===== config.mk =====
export PLATFORM = sky130hd
export DESIGN_NAME = jit_cmd_feeder
export DESIGN_NICKNAME = d
export VERILOG_FILES = /design/src/rtl/jit_pkg.sv /design/src/rtl/jit_cmd_fifo.sv /design/src/rtl/jit_cmd_feeder.sv
export SDC_FILE = /design/constraint.sdc
export NUM_CORES = 1
export LEC_CHECK = 0
export CAP_MARGIN = 10
export CORE_MARGIN = 2
export CORE_UTILIZATION = 40
export DETAILED_ROUTE_END_ITERATION = 8
export SYNTH_ARGS = -nofsm -noshare
export SYNTH_HDL_FRONTEND = slang
export SYNTH_HIERARCHICAL = 1
export SYNTH_SLANG_ARGS = --single-unit

===== constraint.sdc =====
create_clock -name ap_clk -period 5.7 [get_ports ap_clk]
set_clock_uncertainty 0.05 [all_clocks]
set_input_delay 1.71 -clock ap_clk [delete_from_list [all_inputs] [get_ports ap_clk]]
set_output_delay 1.71 -clock ap_clk [all_outputs]
set_load 0.05 [all_outputs]

===== src/rtl/jit_pkg.sv =====
// rtl/jit_pkg.sv - opcodes, argument indices and FSM states shared by the command feeder
package jit_pkg;

    localparam logic [3:0] OP_GO  = 4'hA;
    localparam logic [3:0] OP_SW  = 4'hB;
    localparam logic [3:0] OP_ARG = 4'hC;

    localparam logic [3:0] ARG_IDX_1 = 4'd1;
    localparam logic [3:0] ARG_IDX_2 = 4'd2;
    localparam logic [3:0] ARG_IDX_3 = 4'd3;

    typedef enum logic [2:0] {
        ST_IDLE,
        ST_ISSUE_ARG,
        ST_ARG_WAIT,
        ST_ISSUE_RUN,
        ST_RUN_WAIT
    } feeder_state_t;

    // Only argument slots 1..3 exist in the token; anything else is dropped.
    function automatic logic arg_idx_ok(input logic [3:0] idx);
        return (idx == ARG_IDX_1) || (idx == ARG_IDX_2) || (idx == ARG_IDX_3);
    endfunction

endpackage


===== src/rtl/jit_cmd_fifo.sv =====
// rtl/jit_cmd_fifo.sv - show-ahead command word FIFO with occupancy output
module jit_cmd_fifo #(
    parameter int DEPTH = 8
) (
    input  logic                     clk,
    input  logic                     rst_n,
    input  logic [31:0]              wr_data,
    input  logic                     wr_en,
    output logic                     full,
    input  logic                     rd_en,
    output logic [31:0]              rd_data,
    output logic                     empty,
    output logic [$clog2(DEPTH):0]   level
);

    localparam int AW = $clog2(DEPTH);

    logic [31:0] mem [DEPTH];
    logic [AW:0] wr_ptr;
    logic [AW:0] rd_ptr;
    logic        do_wr;
    logic        do_rd;

    assign do_wr = wr_en && !full;
    assign do_rd = rd_en && !empty;

    // Extra pointer bit distinguishes full from empty when the addresses match.
    always_ff @(posedge clk or negedge rst_n) begin
        if (!rst_n) begin
            wr_ptr <= '0;
            rd_ptr <= '0;
        end else begin
            if (do_wr) wr_ptr <= wr_ptr + 1'b1;
            if (do_rd) rd_ptr <= rd_ptr + 1'b1;
        end
    end

    always_ff @(posedge clk) begin
        if (do_wr) mem[wr_ptr[AW-1:0]] <= wr_data;
    end

    assign level   = wr_ptr - rd_ptr;
    assign full    = (level == (AW+1)'(DEPTH));
    assign empty   = (level == '0);
    assign rd_data = mem[rd_ptr[AW-1:0]];

endmodule


===== src/rtl/jit_cmd_feeder.sv =====
// rtl/jit_cmd_feeder.sv - buffers host words and paces single-cycle cmd pulses to the JIT token
import jit_pkg::*;

module jit_cmd_feeder #(
    parameter int DEPTH   = 8,
    parameter int ARG_GAP = 1
) (
    input  logic                     ap_clk,
    input  logic                     ap_rst_n,
    input  logic [31:0]              s_cmd_data,
    input  logic                     s_cmd_valid,
    output logic                     s_cmd_ready,
    output logic [31:0]              cmd,
    input  logic                     done,
    output logic [27:0]              sw_cfg_data,
    output logic                     sw_cfg_valid,
    output logic                     busy,
    output logic [$clog2(DEPTH):0]   level,
    output logic                     err
);

    localparam int GW = (ARG_GAP > 1) ? $clog2(ARG_GAP) : 1;

    feeder_state_t state;
    logic [GW-1:0] gap_cnt;
    logic [31:0]   head;
    logic          fifo_full;
    logic          fifo_empty;
    logic          pop;

    assign pop         = (state == ST_IDLE) && !fifo_empty;
    assign s_cmd_ready = !fifo_full;
    assign busy        = (state != ST_IDLE) || !fifo_empty;

    jit_cmd_fifo #(.DEPTH(DEPTH)) u_fifo (
        .clk     (ap_clk),
        .rst_n   (ap_rst_n),
        .wr_data (s_cmd_data),
        .wr_en   (s_cmd_valid),
        .full    (fifo_full),
        .rd_en   (pop),
        .rd_data (head),
        .empty   (fifo_empty),
        .level   (level)
    );

    always_ff @(posedge ap_clk or negedge ap_rst_n) begin
        if (!ap_rst_n) begin
            state        <= ST_IDLE;
            gap_cnt      <= '0;
            cmd          <= '0;
            sw_cfg_valid <= 1'b0;
            sw_cfg_data  <= '0;
            err          <= 1'b0;
        end else begin
            cmd          <= '0;
            sw_cfg_valid <= 1'b0;
            case (state)
                ST_IDLE: begin
                    if (pop) begin
                        if (head[31:28] == OP_GO) begin
                            cmd   <= head;
                            state <= ST_ISSUE_RUN;
                        end else if (head[31:28] == OP_ARG && arg_idx_ok(head[23:20])) begin
                            cmd   <= head;
                            state <= ST_ISSUE_ARG;
                        end else if (head[31:28] == OP_SW) begin
                            sw_cfg_valid <= 1'b1;
                            sw_cfg_data  <= head[27:0];
                        end else begin
                            err <= 1'b1;
                        end
                    end
                end
                ST_ISSUE_ARG: begin
                    gap_cnt <= GW'(ARG_GAP - 1);
                    state   <= ST_ARG_WAIT;
                end
                ST_ARG_WAIT: begin
                    if (gap_cnt == '0) state <= ST_IDLE;
                    else               gap_cnt <= gap_cnt - 1'b1;
                end
                // done during the issue cycle belongs to an earlier run and is ignored
                ST_ISSUE_RUN: state <= ST_RUN_WAIT;
                ST_RUN_WAIT: begin
                    if (done) state <= ST_IDLE;
                end
                default: state <= ST_IDLE;
            endcase
        end
    end

endmodule


==> results of run 1 <==
cells in the mapped netlist, drive strengths merged:
master and instances:
a21o 1, conb 1, o21ai 4, or4b 1
a21oi 3, clkinv 1, or3 2, and3 2
fa 1, clkbuf 15, nor2 37, xnor2 4
and3b 1, nand2b 2, nand3b 3, nor4bb 2
ha 5, xor2 4, o31ai 1, mux2 30
buf 16, a31oi 1, nand2 126, dfrtp 73
nor3b 1, o211ai 1, mux4 64, or4 2
inv 8, edfxtp 256, nand3 3, a31o 1
or2 1, nand4 1, nor3 8
worst max-delay path: stages, from the launching register on:
cell and delay, ns:
dfrtp_1 0.44, inv_1 0.12, ha_1 0.17, inv_1 0.05
fa_1 0.38, xor2_1 0.21, or3_1 0.47, nor2_1 0.21
inv_1 0.07, or4_1 0.48, buf_4 0.21
sequential cells by signal (all words and copies together), names as in the netlist:
register,cells
u_fifo/rd_ptr,4
sw_cfg_valid,1
u_fifo/wr_ptr,4
u_fifo/mem,256
err,1
cmd,32
sw_cfg_data,28
state,3
power groups by stage:
| stage | sequential [W] | clock, W | combinational, W |
|---|---|---|---|
| 6_report | 0.00330 | 0.00214 | 0.00390 |
| 5_1_grt | 0.00335 | 0.00229 | 0.00419 |
| 4_1_cts | 0.00331 | 0.00219 | 0.00397 |
| 3_5_place_dp | 0.00335 | 0 | 0.00396 |
| 3_3_place_gp | 0.00332 | 0 | 0.00391 |
| 2_1_floorplan | 0.00388 | 0 | 0.00212 |
layout by cell type (no fill, tap or decap), types with 3 or more instances in the layout:
master,instances
clkinv_1,8
ha_1,5
clkbuf_1,9
xor2_1,4
clkinv_2,5
nand3b_1,3
inv_1,8
clkdlybuf4s50_1,98
edfxtp_1,256
nor2_4,4
clkbuf_16,37
dfrtp_1,70
buf_4,23
o21ai_0,3
nand3_1,3
mux2_4,10
mux4_2,64
nand2_1,126
xnor2_1,4
nor3_1,3
nor2_1,33
nor3_2,4
mux2_2,20
per-layer routing:
metal	global-route usage	share of wire	vias up
met2	0.2906	0.52	132
met5	0	0	-
met1	0.2247	0.43	3414
li1	-	-	2839
met3	0.02607	0.036	37
met4	0.04325	0.017	0
worst max path at each step:
stage / from / end / slack (ns) / cells past startpoint
2_1_floorplan: u_fifo/rd_ptr[2]$_DFFE_PN0P_ / u_fifo/mem[5][0]$_DFFE_PP_ / 0.41 / 9
3_3_place_gp: u_fifo/wr_ptr[0]$_DFFE_PN0P_ / busy / 1.21 / 10
3_5_place_dp: u_fifo/wr_ptr[0]$_DFFE_PN0P_ / busy / 1.17 / 10
4_1_cts: u_fifo/wr_ptr[0]$_DFFE_PN0P_ / busy / 0.62 / 10
5_1_grt: u_fifo/wr_ptr[1]$_DFFE_PN0P_ / busy / 0.44 / 8
6_report: u_fifo/wr_ptr[0]$_DFFE_PN0P_ / busy / 0.62 / 10
layout make-up:
cell class | instances | share of cell area
inverters | 9 | 0.002211
multi-input cells | 313 | 0.1931
flip-flops and latches | 329 | 0.6231
well taps | 396 | 0.03243
clock inverters | 14 | 0.007289
repair buffers | 123 | 0.07813
clock buffers | 47 | 0.06371
logic make-up (layout without fill, tap and decap cells):
family          Yosys count  count (layout)  share of synthesized area
simple gates            192             192                    0.06549
mux                      94              94                     0.1443
other cells               1               1                  0.0002978
buf+inv                  40             193                    0.01520
compound gates           12              12                   0.006957
xor+xnor                  8               8                   0.005564
flops                   329             329                     0.7556
fa+ha+maj                 6               6                   0.006559
per-stage QoR:
| stage | hold WS [ns] | utilization | instance area [µm²] | std cells | power [W] |
|---|---|---|---|---|---|
| 4_1_cts | 0.4219 | 0.4956 | 15280 | 1231 | 0.009470 |
| 3_3_place_gp | 0.4113 | 0.4604 | 14190 | 1170 | 0.007227 |
| 3_5_place_dp | 0.4084 | 0.4604 | 14190 | 1170 | 0.007309 |
| 2_1_floorplan | 0.3928 | - | 12590 | 682 | 0.005998 |
| 6_report | 0.4217 | 0.4956 | 15280 | 1231 | 0.009344 |
| 5_1_grt | 0.4286 | 0.4956 | 15280 | 1231 | 0.009839 |
==> key figures, run 1 <==
Yosys
  • Synth warn: 6
  • Synth Instances: 682
  • Avg Cell Area, Syn: 18.46 µm²
  • Ranking of synthesized cells by area: edfxtp_1 (61%), dfrtp_1 (15%), mux4_2 (11%)
  • Syn_nets: 724
  • Seq/Total Area, Yosys: 0.7556
  • Mapped Area: 12590 µm²
  • Area leader, netlist: edfxtp_1
  • Post-synth top area share: 0.6106
  • Unique masters post-synth: 45
  • #FFs+latches synth: 329

Run
  • Max-cap violations: 0

Min path
  • Worst min path class: reg -> reg
  • Beginning of the worst hold path: err$_DFFE_PN0P_
  • Hold Path Cell Cnt: 1
  • Worst Hold Path EP: err$_DFFE_PN0P_

Layout
  • Net count, final: 853
  • Multi-input logic area: 2950 µm²
  • ANT cells: 0
  • Filler cells: 2544
  • FF/Latch Area: 9520 µm²
  • Area Growth Syn to Fin: 21.35%
  • Layout cell share with drive strength beyond 1: 0.2204

Worst setup path
  • Crit path launch type: flop
  • Crit Path Class: reg -> out
  • Critical path data arrival time: 3.32 ns
  • Crit end category: output port
  • R2R depth: 8
  • RR Startpoint: u_fifo/rd_ptr[0]$_DFFE_PN0P_
  • Largest fanout on the critical path: 7
  • Setup slack, reg-to-reg: 1.62 ns
  • CP required: 3.94 ns
  • FF-to-FF End: cmd[16]$_DFF_PN0_

Run status
  • Outcome: finished, final reports clean

Placed design
  • GP Congestion: 0.7189
  • PortBufs: 103
  • Post-DP HPWL: 15.70 mm
  • DP Worst Slack: 1.171 ns

Route
  • Residual DRC count: 0
  • TritonRoute pass-1 iters: 4
  • Initial DRC count: 374
  • Drt wl/cell: 21.95 µm
  • Total number of vias: 6422
  • Vias/cell: 5.217
  • ANT nets after route: 0
  • Final wirelength: 27.02 mm

CTS
  • Post-CTS Hold Buffers: 0
  • Number of clock sinks: 329
  • Cts repair resizes: 0
  • Clk slew on worst S/H paths: 0.06 ns
  • Postcts setup bufs: 0
  • Worst skew pair latency: 0.50 ns
  • CTS Buf Count: 35
  • Clk root buf: clkbuf_16
  • Htree depth: 2
  • Clock Tree Buf Depth: 3
  • CTS tree: yes

Global routing
  • GRT Resource Usage Total: 0.1684
  • GRT Residual Overflow: 0
  • Vias in the first global route: 6868
  • First-pass GRT wire length: 41.51 mm
  • Largest net degree at the start of global routing: 74
  • Initial antenna violation count: 0

Floorplanning
  • Die H: 181.4 µm
  • IO Pins: 104
  • Starting Density: 0.4084
  • Die width: 181.4 µm
  • # rows: 64
  • Core area: 30830 µm²
  • Die ar.: 32910 µm²

Timing
  • Fin crit share: 0.8916
  • Final setup vio count: 0
  • Slew HR: 0.2966
  • Tmin final: 5.082 ns
  • Final Hold Viols: 0
  • Final slew viol count: 0
  • RSZ-0062 raised after global routing: false
  • Max frequency: 196.8 MHz
  • Setup TNS Final: 0 ns
  • Setup WS post-layout: 0.6179 ns
  • Slew @ Worst Pin: 1.055 ns

Power and ir drop
  • Peak supply drop: 305.8 µV
  • Power density over the cells: 611.6 nW/µm²
  • Clk pwr share: 0.230
  • Leakage: 5.497 nW
  • Sequential Power Share: 0.353
  • Combinational group share of total power: 0.417
  • Pint: 0.005847 W
  • Switching fraction of total power: 0.3742
  • P_sw: 0.003497 W
(Power assumes the default switching activity.)
==> inputs of run 2 (changes only) <==
- GPL_ROUTABILITY_DRIVEN: not set -> 0
==> results of run 2 <==
Final layout, timing and power as in run 1 (identical DEF).
==> inputs of run 3 (changes only) <==
--- a/config.mk
+++ b/config.mk
@@ -7,8 +7,8 @@
 export LEC_CHECK = 0
 export CAP_MARGIN = 10
-export CORE_MARGIN = 2
 export CORE_UTILIZATION = 40
 export DETAILED_ROUTE_END_ITERATION = 8
 export GPL_ROUTABILITY_DRIVEN = 0
+export SKIP_CTS_REPAIR_TIMING = 1
 export SYNTH_ARGS = -nofsm -noshare
 export SYNTH_HDL_FRONTEND = slang
==> constraint.sdc (replaced) <==
create_clock -name ap_clk -period 5.7 [get_ports ap_clk]
set_clock_uncertainty 0.05 [all_clocks]
set_input_delay 0.57 -clock ap_clk [delete_from_list [all_inputs] [get_ports ap_clk]]
set_output_delay 0.57 -clock ap_clk [all_outputs]
set_load 0.05 [all_outputs]
==> key figures, run 3 (same netlist as run 1, synthesis figures left out) <==
Floorplanning
  • Die H: 179.4 µm
  • # rows: 64
  • Starting Density: 0.4095
  • Core area: 30750 µm²
  • IO Pins: 104
  • Die ar.: 32190 µm²
  • Die width: 179.4 µm

Global routing
  • Vias in the first global route: 6674
  • GRT Residual Overflow: 0
  • First-pass GRT wire length: 40.42 mm
  • Initial antenna violation count: 1
  • Largest net degree at the start of global routing: 74
  • GRT Resource Usage Total: 0.1669

Worst setup path
  • CP required: 5.08 ns
  • Crit path launch type: flop
  • RR Startpoint: u_fifo/rd_ptr[0]$_DFFE_PN0P_
  • Crit end category: output port
  • Largest fanout on the critical path: 29
  • Critical path data arrival time: 3.81 ns
  • Worst Setup SP: u_fifo/rd_ptr[0]$_DFFE_PN0P_
  • Crit Path Class: reg -> out

CTS
  • CTS tree: yes
  • Clock Tree Buf Depth: 3
  • Clk slew on worst S/H paths: 0.06 ns
  • Number of clock sinks: 329
  • Htree depth: 2
  • Worst skew pair latency: 0.51 ns
  • Clk root buf: clkbuf_16
  • CTS Buf Count: 34

Timing
  • Final slew viol count: 0
  • Max frequency: 225.9 MHz
  • RSZ-0062 raised after global routing: false
  • Setup WS post-layout: 1.273 ns
  • Worst hold slack: 0.1689 ns
  • Setup TNS Final: 0 ns
  • Fin crit share: 0.7767
  • Final Hold Viols: 0
  • Tmin final: 4.427 ns
  • Slew @ Worst Pin: 1.007 ns
  • Slew HR: 0.3286
  • Final setup vio count: 0

Route
  • Initial DRC count: 370
  • Residual DRC count: 6
  • Drt wl/cell: 21.36 µm
  • Total number of vias: 6270
  • Vias/cell: 5.118
  • Final wirelength: 26.16 mm
  • ANT nets after route: 0
  • TritonRoute pass-1 iters: 9

Power and ir drop
  • Peak supply drop: 296.1 µV
  • P_sw: 0.003454 W
  • Total power: 0.009274 W
  • Sequential Power Share: 0.363
  • Combinational group share of total power: 0.399
  • Power density over the cells: 608.1 nW/µm²
  • Clk pwr share: 0.238
  • Switching fraction of total power: 0.3725
  • Pint: 0.005820 W
  • Leakage: 5.465 nW

Layout
  • Final cell count without fillers: 1225
  • Net count, final: 846
  • Largest register FFs: 256
  • Most common cell after layout, fill and taps aside: edfxtp_1
  • Filler cells: 2568
  • ANT cells: 0
  • Most frequent cells in the layout: edfxtp_1 (256), nand2_1 (126), clkdlybuf4s50_1 (101)
  • Layout cell share with drive strength beyond 1: 0.2183
  • Area Growth Syn to Fin: 21.12%

Placed design
  • Placed cells: 1164
  • DP Worst Slack: 1.655 ns
  • Post-DP HPWL: 14.26 mm
  • PortBufs: 103

Run
  • Max-cap violations: 0

Run status
  • Outcome: finished with violations
  • Failing checks: design-rule violations

Min path
  • Worst min path class: in -> async
## run 3: per-stage QoR
| stage | instance area, µm² | util |
|---|---|---|
| 3_5_place_dp | 14130 | 0.4595 |
| 4_1_cts | 15250 | 0.4959 |
| 2_1_floorplan | 12590 | - |
| 6_report | 15250 | 0.4959 |
| 5_1_grt | 15250 | 0.4959 |
| 3_3_place_gp | 14130 | 0.4595 |
## run 3: final timing paths
kind                                                 to  cells past startpoint  slack [ns]
setup / recovery                            s_cmd_ready                      8        1.27
hold / removal                        cmd[28]$_DFF_PN0_                      1        0.17
setup reg to reg            sw_cfg_data[13]$_DFFE_PN0P_                     10        1.65
hold reg to reg                    state[1]$_DFFE_PN0P_                      1        0.44
max in group asynchronous  u_fifo/rd_ptr[0]$_DFFE_PN0P_                      1        4.73
min in group ap_clk                state[1]$_DFFE_PN0P_                      1        0.44
## run 3: area by class of cell
| class | instances | area (µm²) | share of cell area |
|---|---|---|---|
| Tap cell | 396 | 495.5 | 0.03249 |
| Sequential cell | 329 | 9519 | 0.6242 |
| Inverter | 9 | 33.78 | 0.002215 |
| Multi-Input combinational cell | 313 | 2950 | 0.1935 |
| Timing Repair Buffer | 117 | 1131 | 0.07417 |
| Clock buffer | 47 | 960.9 | 0.06301 |
| Clock inverter | 14 | 158.9 | 0.01042 |
## run 3: power groups by stage
stage / Combinational [W] / Sequential [W] / Clock, W
after floorplan: 0.00212 / 0.00388 / 0
after detailed placement: 0.00376 / 0.00342 / 0
final: 0.00370 / 0.00337 / 0.00220
after global routing: 0.00397 / 0.00343 / 0.00235
after global placement: 0.00372 / 0.00339 / 0
after CTS: 0.00377 / 0.00338 / 0.00226
## run 3: metal layers
metal  part of all wire  track usage  vias up
li1                   -            -     2827
met1               0.41       0.2101     3270
met2               0.53       0.2977      138
met3              0.049      0.03120       33
met4              0.015      0.04138        2
met5            0.00046            0        -
## run 3: critical path, cell delays in order, from the launching register on
cell and delay, ns:
dfrtp_4 0.79, ha_1 0.27, inv_1 0.06, fa_1 0.37
xor2_1 0.18, or3_1 0.47, a21oi_4 0.37, inv_1 0.08
clkdlybuf4s50_1 0.71
